`src/rtl/digit_line_sequencer_if.sv`:
```
// digit_line_sequencer_if: pixel stream input and scan line-pair output bundle
interface digit_line_sequencer_if #(
    parameter int WIDTH = 180,
    parameter int ROW_W = 8
);
    logic             pix_valid;
    logic             pix_data;
    logic             pix_sof;
    logic             pix_eol;
    logic             pix_ready;
    logic             err_clr;
    logic             line_clk;
    logic [WIDTH-1:0] line1;
    logic [WIDTH-1:0] line2;
    logic [ROW_W-1:0] h;
    logic             frame_done;
    logic             err_short;
    logic             err_long;
    logic             err_sync;

    modport master (
        output pix_valid, pix_data, pix_sof, pix_eol, err_clr,
        input  pix_ready, line_clk, line1, line2, h, frame_done, err_short, err_long, err_sync
    );

    modport slave (
        input  pix_valid, pix_data, pix_sof, pix_eol, err_clr,
        output pix_ready, line_clk, line1, line2, h, frame_done, err_short, err_long, err_sync
    );
endinterface

```
`src/rtl/digit_line_sequencer.sv`:
```
// digit_line_sequencer: assembles pixel rows and presents each as a held line pair for the scan engine
module digit_line_sequencer #(
    parameter int WIDTH       = 180,
    parameter int HEIGHT      = 240,
    parameter int ROW_W       = 8,
    parameter int SCAN_CYCLES = 182
) (
    input logic                   video_clk,
    input logic                   rst,
    digit_line_sequencer_if.slave bus
);
    localparam int CW = $clog2(WIDTH) + 1;
    localparam int IW = $clog2(WIDTH);
    localparam int NW = $clog2(SCAN_CYCLES + 1);
    localparam logic [CW-1:0]    LAST_COL = CW'(WIDTH - 1);
    localparam logic [IW-1:0]    LAST_IDX = IW'(WIDTH - 1);
    localparam logic [ROW_W-1:0] LAST_ROW = ROW_W'(HEIGHT - 1);
    localparam logic [NW-1:0]    SCAN_END = NW'(SCAN_CYCLES);

    typedef enum logic [1:0] {IDLE, FILL, DISCARD, PRESENT} state_t;

    state_t           state, state_n;
    logic [CW-1:0]    col, col_n;
    logic [ROW_W-1:0] row, row_n;
    logic [ROW_W-1:0] h, h_n;
    logic [NW-1:0]    cnt, cnt_n;
    logic [WIDTH-1:0] rowbuf, rowbuf_n;
    logic [WIDTH-1:0] line1, line1_n;
    logic [WIDTH-1:0] line2, line2_n;
    logic             ready, ready_n;
    logic             line_clk, line_clk_n;
    logic             frame_done, frame_done_n;
    logic             err_short, err_short_n;
    logic             err_long, err_long_n;
    logic             err_sync, err_sync_n;
    logic             acc, wr, done;
    logic             set_short, set_long, set_sync;
    logic [IW-1:0]    wi;

    assign acc            = bus.pix_valid && ready;
    assign bus.pix_ready  = ready;
    assign bus.line_clk   = line_clk;
    assign bus.line1      = line1;
    assign bus.line2      = line2;
    assign bus.h          = h;
    assign bus.frame_done = frame_done;
    assign bus.err_short  = err_short;
    assign bus.err_long   = err_long;
    assign bus.err_sync   = err_sync;

    // Next state: pixel capture, row completion, line presentation, scan window and sticky errors
    always_comb begin
        state_n      = state;
        col_n        = col;
        row_n        = row;
        h_n          = h;
        cnt_n        = cnt;
        rowbuf_n     = rowbuf;
        line1_n      = line1;
        line2_n      = line2;
        line_clk_n   = 1'b0;
        frame_done_n = 1'b0;
        wr           = 1'b0;
        done         = 1'b0;
        set_short    = 1'b0;
        set_long     = 1'b0;
        set_sync     = 1'b0;
        wi           = col[IW-1:0];
        case (state)
            IDLE: begin
                if (acc && bus.pix_sof) begin
                    wr      = 1'b1;
                    wi      = '0;
                    col_n   = CW'(1);
                    row_n   = '0;
                    state_n = FILL;
                end
            end
            FILL, DISCARD: begin
                if (acc && bus.pix_sof && (row != '0 || col != '0)) begin
                    set_sync = 1'b1;
                    wr       = 1'b1;
                    wi       = '0;
                    col_n    = CW'(1);
                    row_n    = '0;
                    state_n  = FILL;
                end else if (acc && state == FILL) begin
                    wr      = 1'b1;
                    col_n   = col + 1'b1;
                    state_n = (col == LAST_COL && !bus.pix_eol) ? DISCARD : FILL;
                end else if (acc) begin
                    set_long = 1'b1;
                    done     = bus.pix_eol;
                end
            end
            PRESENT: begin
                cnt_n = cnt + 1'b1;
                if (cnt == SCAN_END) begin
                    col_n        = '0;
                    frame_done_n = (row == LAST_ROW);
                    row_n        = (row == LAST_ROW) ? '0 : row + 1'b1;
                    state_n      = (row == LAST_ROW) ? IDLE : FILL;
                end
            end
            default: state_n = IDLE;
        endcase
        if (wr) begin
            rowbuf_n[wi] = bus.pix_data;
            done         = bus.pix_eol;
            if (bus.pix_eol && wi != LAST_IDX) begin
                set_short = 1'b1;
                for (int k = 0; k < WIDTH; k++) begin
                    if (k > int'(wi)) rowbuf_n[k] = 1'b1;
                end
            end
        end
        if (done) begin
            state_n    = PRESENT;
            cnt_n      = NW'(1);
            line_clk_n = 1'b1;
            line2_n    = (row_n == '0) ? '1 : line1;
            line1_n    = rowbuf_n;
            h_n        = row_n;
            rowbuf_n   = '1;
        end
        ready_n     = (state_n != PRESENT);
        err_short_n = set_short || (err_short && !bus.err_clr);
        err_long_n  = set_long || (err_long && !bus.err_clr);
        err_sync_n  = set_sync || (err_sync && !bus.err_clr);
    end

    // State and output registers; reset discards any partial row or window
    always_ff @(posedge video_clk or posedge rst) begin
        if (rst) begin
            state      <= IDLE;
            col        <= '0;
            row        <= '0;
            h          <= '0;
            cnt        <= '0;
            rowbuf     <= '1;
            line1      <= '1;
            line2      <= '1;
            ready      <= 1'b0;
            line_clk   <= 1'b0;
            frame_done <= 1'b0;
            err_short  <= 1'b0;
            err_long   <= 1'b0;
            err_sync   <= 1'b0;
        end else begin
            state      <= state_n;
            col        <= col_n;
            row        <= row_n;
            h          <= h_n;
            cnt        <= cnt_n;
            rowbuf     <= rowbuf_n;
            line1      <= line1_n;
            line2      <= line2_n;
            ready      <= ready_n;
            line_clk   <= line_clk_n;
            frame_done <= frame_done_n;
            err_short  <= err_short_n;
            err_long   <= err_long_n;
            err_sync   <= err_sync_n;
        end
    end
endmodule

```
`src/flat_wrapper.sv`:
```
// flat-port wrapper written by rule: the top's interface ports become plain ports
module digit_line_sequencer_flat 
#(
    parameter int WIDTH       = 180,
    parameter int HEIGHT      = 240,
    parameter int ROW_W       = 8,
    parameter int SCAN_CYCLES = 182
)
  (video_clk, rst, bus_pix_valid, bus_pix_data, bus_pix_sof, bus_pix_eol, bus_err_clr, bus_pix_ready, bus_line_clk, bus_line1, bus_line2, bus_h, bus_frame_done, bus_err_short, bus_err_long, bus_err_sync);
  digit_line_sequencer_if #(.WIDTH(WIDTH), .ROW_W(ROW_W)) bus_i ();
  input logic video_clk;
  input logic rst;
  input wire logic [$bits(bus_i.pix_valid)-1:0] bus_pix_valid;
  input wire logic [$bits(bus_i.pix_data)-1:0] bus_pix_data;
  input wire logic [$bits(bus_i.pix_sof)-1:0] bus_pix_sof;
  input wire logic [$bits(bus_i.pix_eol)-1:0] bus_pix_eol;
  input wire logic [$bits(bus_i.err_clr)-1:0] bus_err_clr;
  output wire logic [$bits(bus_i.pix_ready)-1:0] bus_pix_ready;
  output wire logic [$bits(bus_i.line_clk)-1:0] bus_line_clk;
  output wire logic [$bits(bus_i.line1)-1:0] bus_line1;
  output wire logic [$bits(bus_i.line2)-1:0] bus_line2;
  output wire logic [$bits(bus_i.h)-1:0] bus_h;
  output wire logic [$bits(bus_i.frame_done)-1:0] bus_frame_done;
  output wire logic [$bits(bus_i.err_short)-1:0] bus_err_short;
  output wire logic [$bits(bus_i.err_long)-1:0] bus_err_long;
  output wire logic [$bits(bus_i.err_sync)-1:0] bus_err_sync;
  assign bus_i.pix_valid = bus_pix_valid;
  assign bus_i.pix_data = bus_pix_data;
  assign bus_i.pix_sof = bus_pix_sof;
  assign bus_i.pix_eol = bus_pix_eol;
  assign bus_i.err_clr = bus_err_clr;
  assign bus_pix_ready = bus_i.pix_ready;
  assign bus_line_clk = bus_i.line_clk;
  assign bus_line1 = bus_i.line1;
  assign bus_line2 = bus_i.line2;
  assign bus_h = bus_i.h;
  assign bus_frame_done = bus_i.frame_done;
  assign bus_err_short = bus_i.err_short;
  assign bus_err_long = bus_i.err_long;
  assign bus_err_sync = bus_i.err_sync;
  digit_line_sequencer #(.WIDTH(WIDTH), .HEIGHT(HEIGHT), .ROW_W(ROW_W), .SCAN_CYCLES(SCAN_CYCLES)) u_core (.video_clk(video_clk), .rst(rst), .bus(bus_i));
endmodule
```
`config.mk`:
```
export PLATFORM = sky130hd
export DESIGN_NAME = digit_line_sequencer_flat
export DESIGN_NICKNAME = d
export VERILOG_FILES = /design/src/rtl/digit_line_sequencer_if.sv /design/src/rtl/digit_line_sequencer.sv /design/src/flat_wrapper.sv
export SDC_FILE = /design/constraint.sdc
export NUM_CORES = 2
export LEC_CHECK = 0
export ABC_AREA = 1
export BUFFER_PORTS_ARGS = -buffer_cell sky130_fd_sc_hd__buf_2
export CORE_MARGIN = 3
export CORE_UTILIZATION = 25
export DETAILED_ROUTE_END_ITERATION = 10
export SETUP_SLACK_MARGIN = 0.15
export SLEW_MARGIN = 40
export SYNTH_ARGS = -nofsm -noshare
export SYNTH_HDL_FRONTEND = slang
export SYNTH_SLANG_ARGS = --single-unit
```
`constraint.sdc`:
```
create_clock -name video_clk -period 24.8 [get_ports video_clk]
set_input_delay 1.24 -clock video_clk [delete_from_list [all_inputs] [get_ports video_clk]]
set_output_delay 1.24 -clock video_clk [all_outputs]
set_load 0.005 [all_outputs]
```
==> out/metrics.cfg <==
[outcome]
status = finished clean

[final_layout]
layout-drive-gt1-share_pct = 30.95
utilization_pct = 30.61
layout_common_cells = 1,070 x nand2_1, 540 x dfstp_2, 507 x nor2_1
nNetsFinal = 3816
layout.cells.non_filler = 5348
layout_commonest_cell = nand2_1
areaGrowthSynthToFinish_pct = 20.52

[place]
place_hpwl_um = 81700
gp_congestion = 0.9741
place_inst = 5211
io_buffers = 380

[sta]
skew_ns = 0.05458
fin_crit_ns = 5.191
fmax_mhz = 192.6
worstMarginPinSlew_ns = 0.8662
period_share_pct = 20.93
fin_setup_tns_ns = 0
hold_viol = 0
drv_slew = 0
setup_viol = 0
slew_headroom_pct = 42.04
rsz0062_at_grt = no

[pwr]
ir_worst_vdd_v = 0.00006581
power.density_nw_per_um2 = 130.7
p_leak_nw = 15.27
finalPower_w = 0.004457

[clock_network]
post_cts_buffers = 0
clk_latency_ns = 0.68
cts_root_buffer = clkbuf_16
cts_buffers = 72
htreeDepth = 3
path_clk_slew_ns = 0.06
clock_path_buffers = 3
cts_hold_buf = 0
clock_sinks = 581
cts_tree = yes
cts_resized = 0

[die]
row_count = 122
fp.dieArea_sq_um = 117300
io_pins = 381
die_height_um = 342.4
die_x_um = 342.4
start_util_pct = 25.40
core_sq_um = 111400

[grt]
grtUsageTotal_pct = 19.49
grt_antenna_before_repair = 7
grt_pass1_vias = 24180
grt_pass1_wl_um = 170000
grt_overflow_total = 0
grt_max_degree = 166

[logic_synthesis]
synth_top_area_share_pct = 50.14
synth.avg_cell_area_sq_um = 8.108
seq_area_frac_synth_pct = 53.76
syn_area_sq_um = 28300
synth_top_cell_by_area = dfstp_2
synth_fp_nets = 3506
synth-seq-cells = 581
yosys_warnings = 0
yosys-top-cells-area = dfstp_2 50%, nand2_1 14%, nor2_1 6.9%
synth_cell_types = 52
syn_inst = 3490

[drt]
firstDrtPassIters = 6
drt_iter0_markers = 2646
vias_per_cell = 4.842
ant_nets = 0
drt_wl_total_um = 118000
vias = 25900
drc = 0
avgRoutedWirePerCell_um = 22.06

[critical_path]
crit_path_max_fanout = 117
end_kind = flop
worstSetupStartpointType = flop
worstPathRequired_ns = 25.36
crit_type = flop to flop
cp_data_arrival_time_ns = 5.76

[run]
max_cap_violations = 0

[min_path]
hold_class = flop to flop

==> power breakdown <==
group | switching [W] | internal, W
logic | 0.00123 | 0.000477
clock network | 0.000466 | 0.000654
registers | 0.000240 | 0.00138
total | 0.00194 | 0.00252
==> stage by stage <==
step                hold WS, ns  cell area (sq um)  worst slack, ns
finish                   0.4690              34100            19.61
global route             0.4932              34100            19.22
CTS                      0.4723              34010            19.65
detailed placement       0.4584              31500            19.51
global placement         0.4524              31390            19.33
floorplan                0.4639              28300            8.197
==> worst paths after layout <==
check	start	end	slack (ns)	cells after the start
min in group asynchronous	rst	u_core.bus.line_clk	0.71	2
hold / removal	u_core.bus.h[6]	u_core.bus.h[6]	0.47	2
setup / recovery	u_core.col[0]	u_core.bus.line2[112]	19.61	18
setup reg to reg	u_core.col[0]	u_core.bus.line2[112]	19.61	18
max in group asynchronous	rst	u_core.bus.line2[164]	22.10	5
hold reg to reg	u_core.bus.h[6]	u_core.bus.h[6]	0.47	2
==> kinds of logic (layout without fill, tap and decap cells) <==
group           after synthesis  after routing  share of synthesized area (%)
compound gates              558            558                          10.91
xor+xnor                      5              5                         0.1548
fa+ha+maj                     9              9                         0.3979
buf+inv                     405            773                          6.539
flops                       581            581                          53.76
other cells                   0              2                              0
simple gates               1932           1932                          28.23
==> Yosys cell counts (all sizes together) <==
library cell  instances
a211oi                2
a21boi                7
a21oi               275
a221oi                1
a22oi                10
a31oi                10
a41oi                 2
buf                 150
clkbuf               31
clkinv                7
dfrtp                41
dfstp               540
ha                    9
inv                 217
nand2              1086
nand3               231
nand3b               15
nand4                19
nor2                543
nor3                  5
nor3b                 2
nor4                  1
o2111ai               2
o211ai               29
o21ai               200
o21bai                8
o221ai                1
o22ai                 9
o31ai                 1
o32ai                 1
or2                  30
xnor2                 2
xor2                  3
==> layout make-up <==
type	count	area, sq um
clock buffer	97	2006
timing repair buffer	417	2336
tap	1488	1862
inverter	224	867.1
clock inverter	35	513.0
multi-input combinational	2504	11300
sequential	581	15210
fill	11940	77330
antenna	2	5.005
==> critical path, cell delays in order (launching register included) <==
cell and delay, ns:
dfrtp_1 0.64, clkinv_1 0.39, ha_1 0.31, inv_1 0.05, nor2_1 0.03, nand2_1 0.06, nor2_1 0.05, nand2_2 0.07
nand2_4 0.08, o21ai_2 0.16, nand2_4 0.40, nand4_1 0.37, nand2_8 0.41, inv_12 0.36, buf_16 0.46, buf_12 0.40
buf_16 0.42, nor2_1 0.08, a21oi_1 0.16
==> flip-flops by register name, summed over array words and instances, names as in the netlist <==
| register | cells |
|---|---|
| u_core.bus.line2 | 180 |
| u_core.bus.pix_ready | 1 |
| u_core.bus.err_long | 1 |
| u_core.bus.err_sync | 1 |
| u_core.cnt | 8 |
| u_core.bus.h | 8 |
| u_core.state | 2 |
| u_core.bus.frame_done | 1 |
| u_core.bus.line_clk | 1 |
| u_core.row | 8 |
| u_core.bus.line1 | 180 |
| u_core.bus.err_short | 1 |
| u_core.rowbuf | 180 |
| u_core.col | 9 |
==> metal layers <==
layer  share of wire (%)  vias up  track usage [%]
li1                    -    11800                -
met2                  45     1217            29.71
met1                  41    12580            25.72
met5               0.060        -                0
met4                 5.4       12            10.16
met3                 8.6      289            4.447
Note: power is estimated with default switching activity, not from simulation.
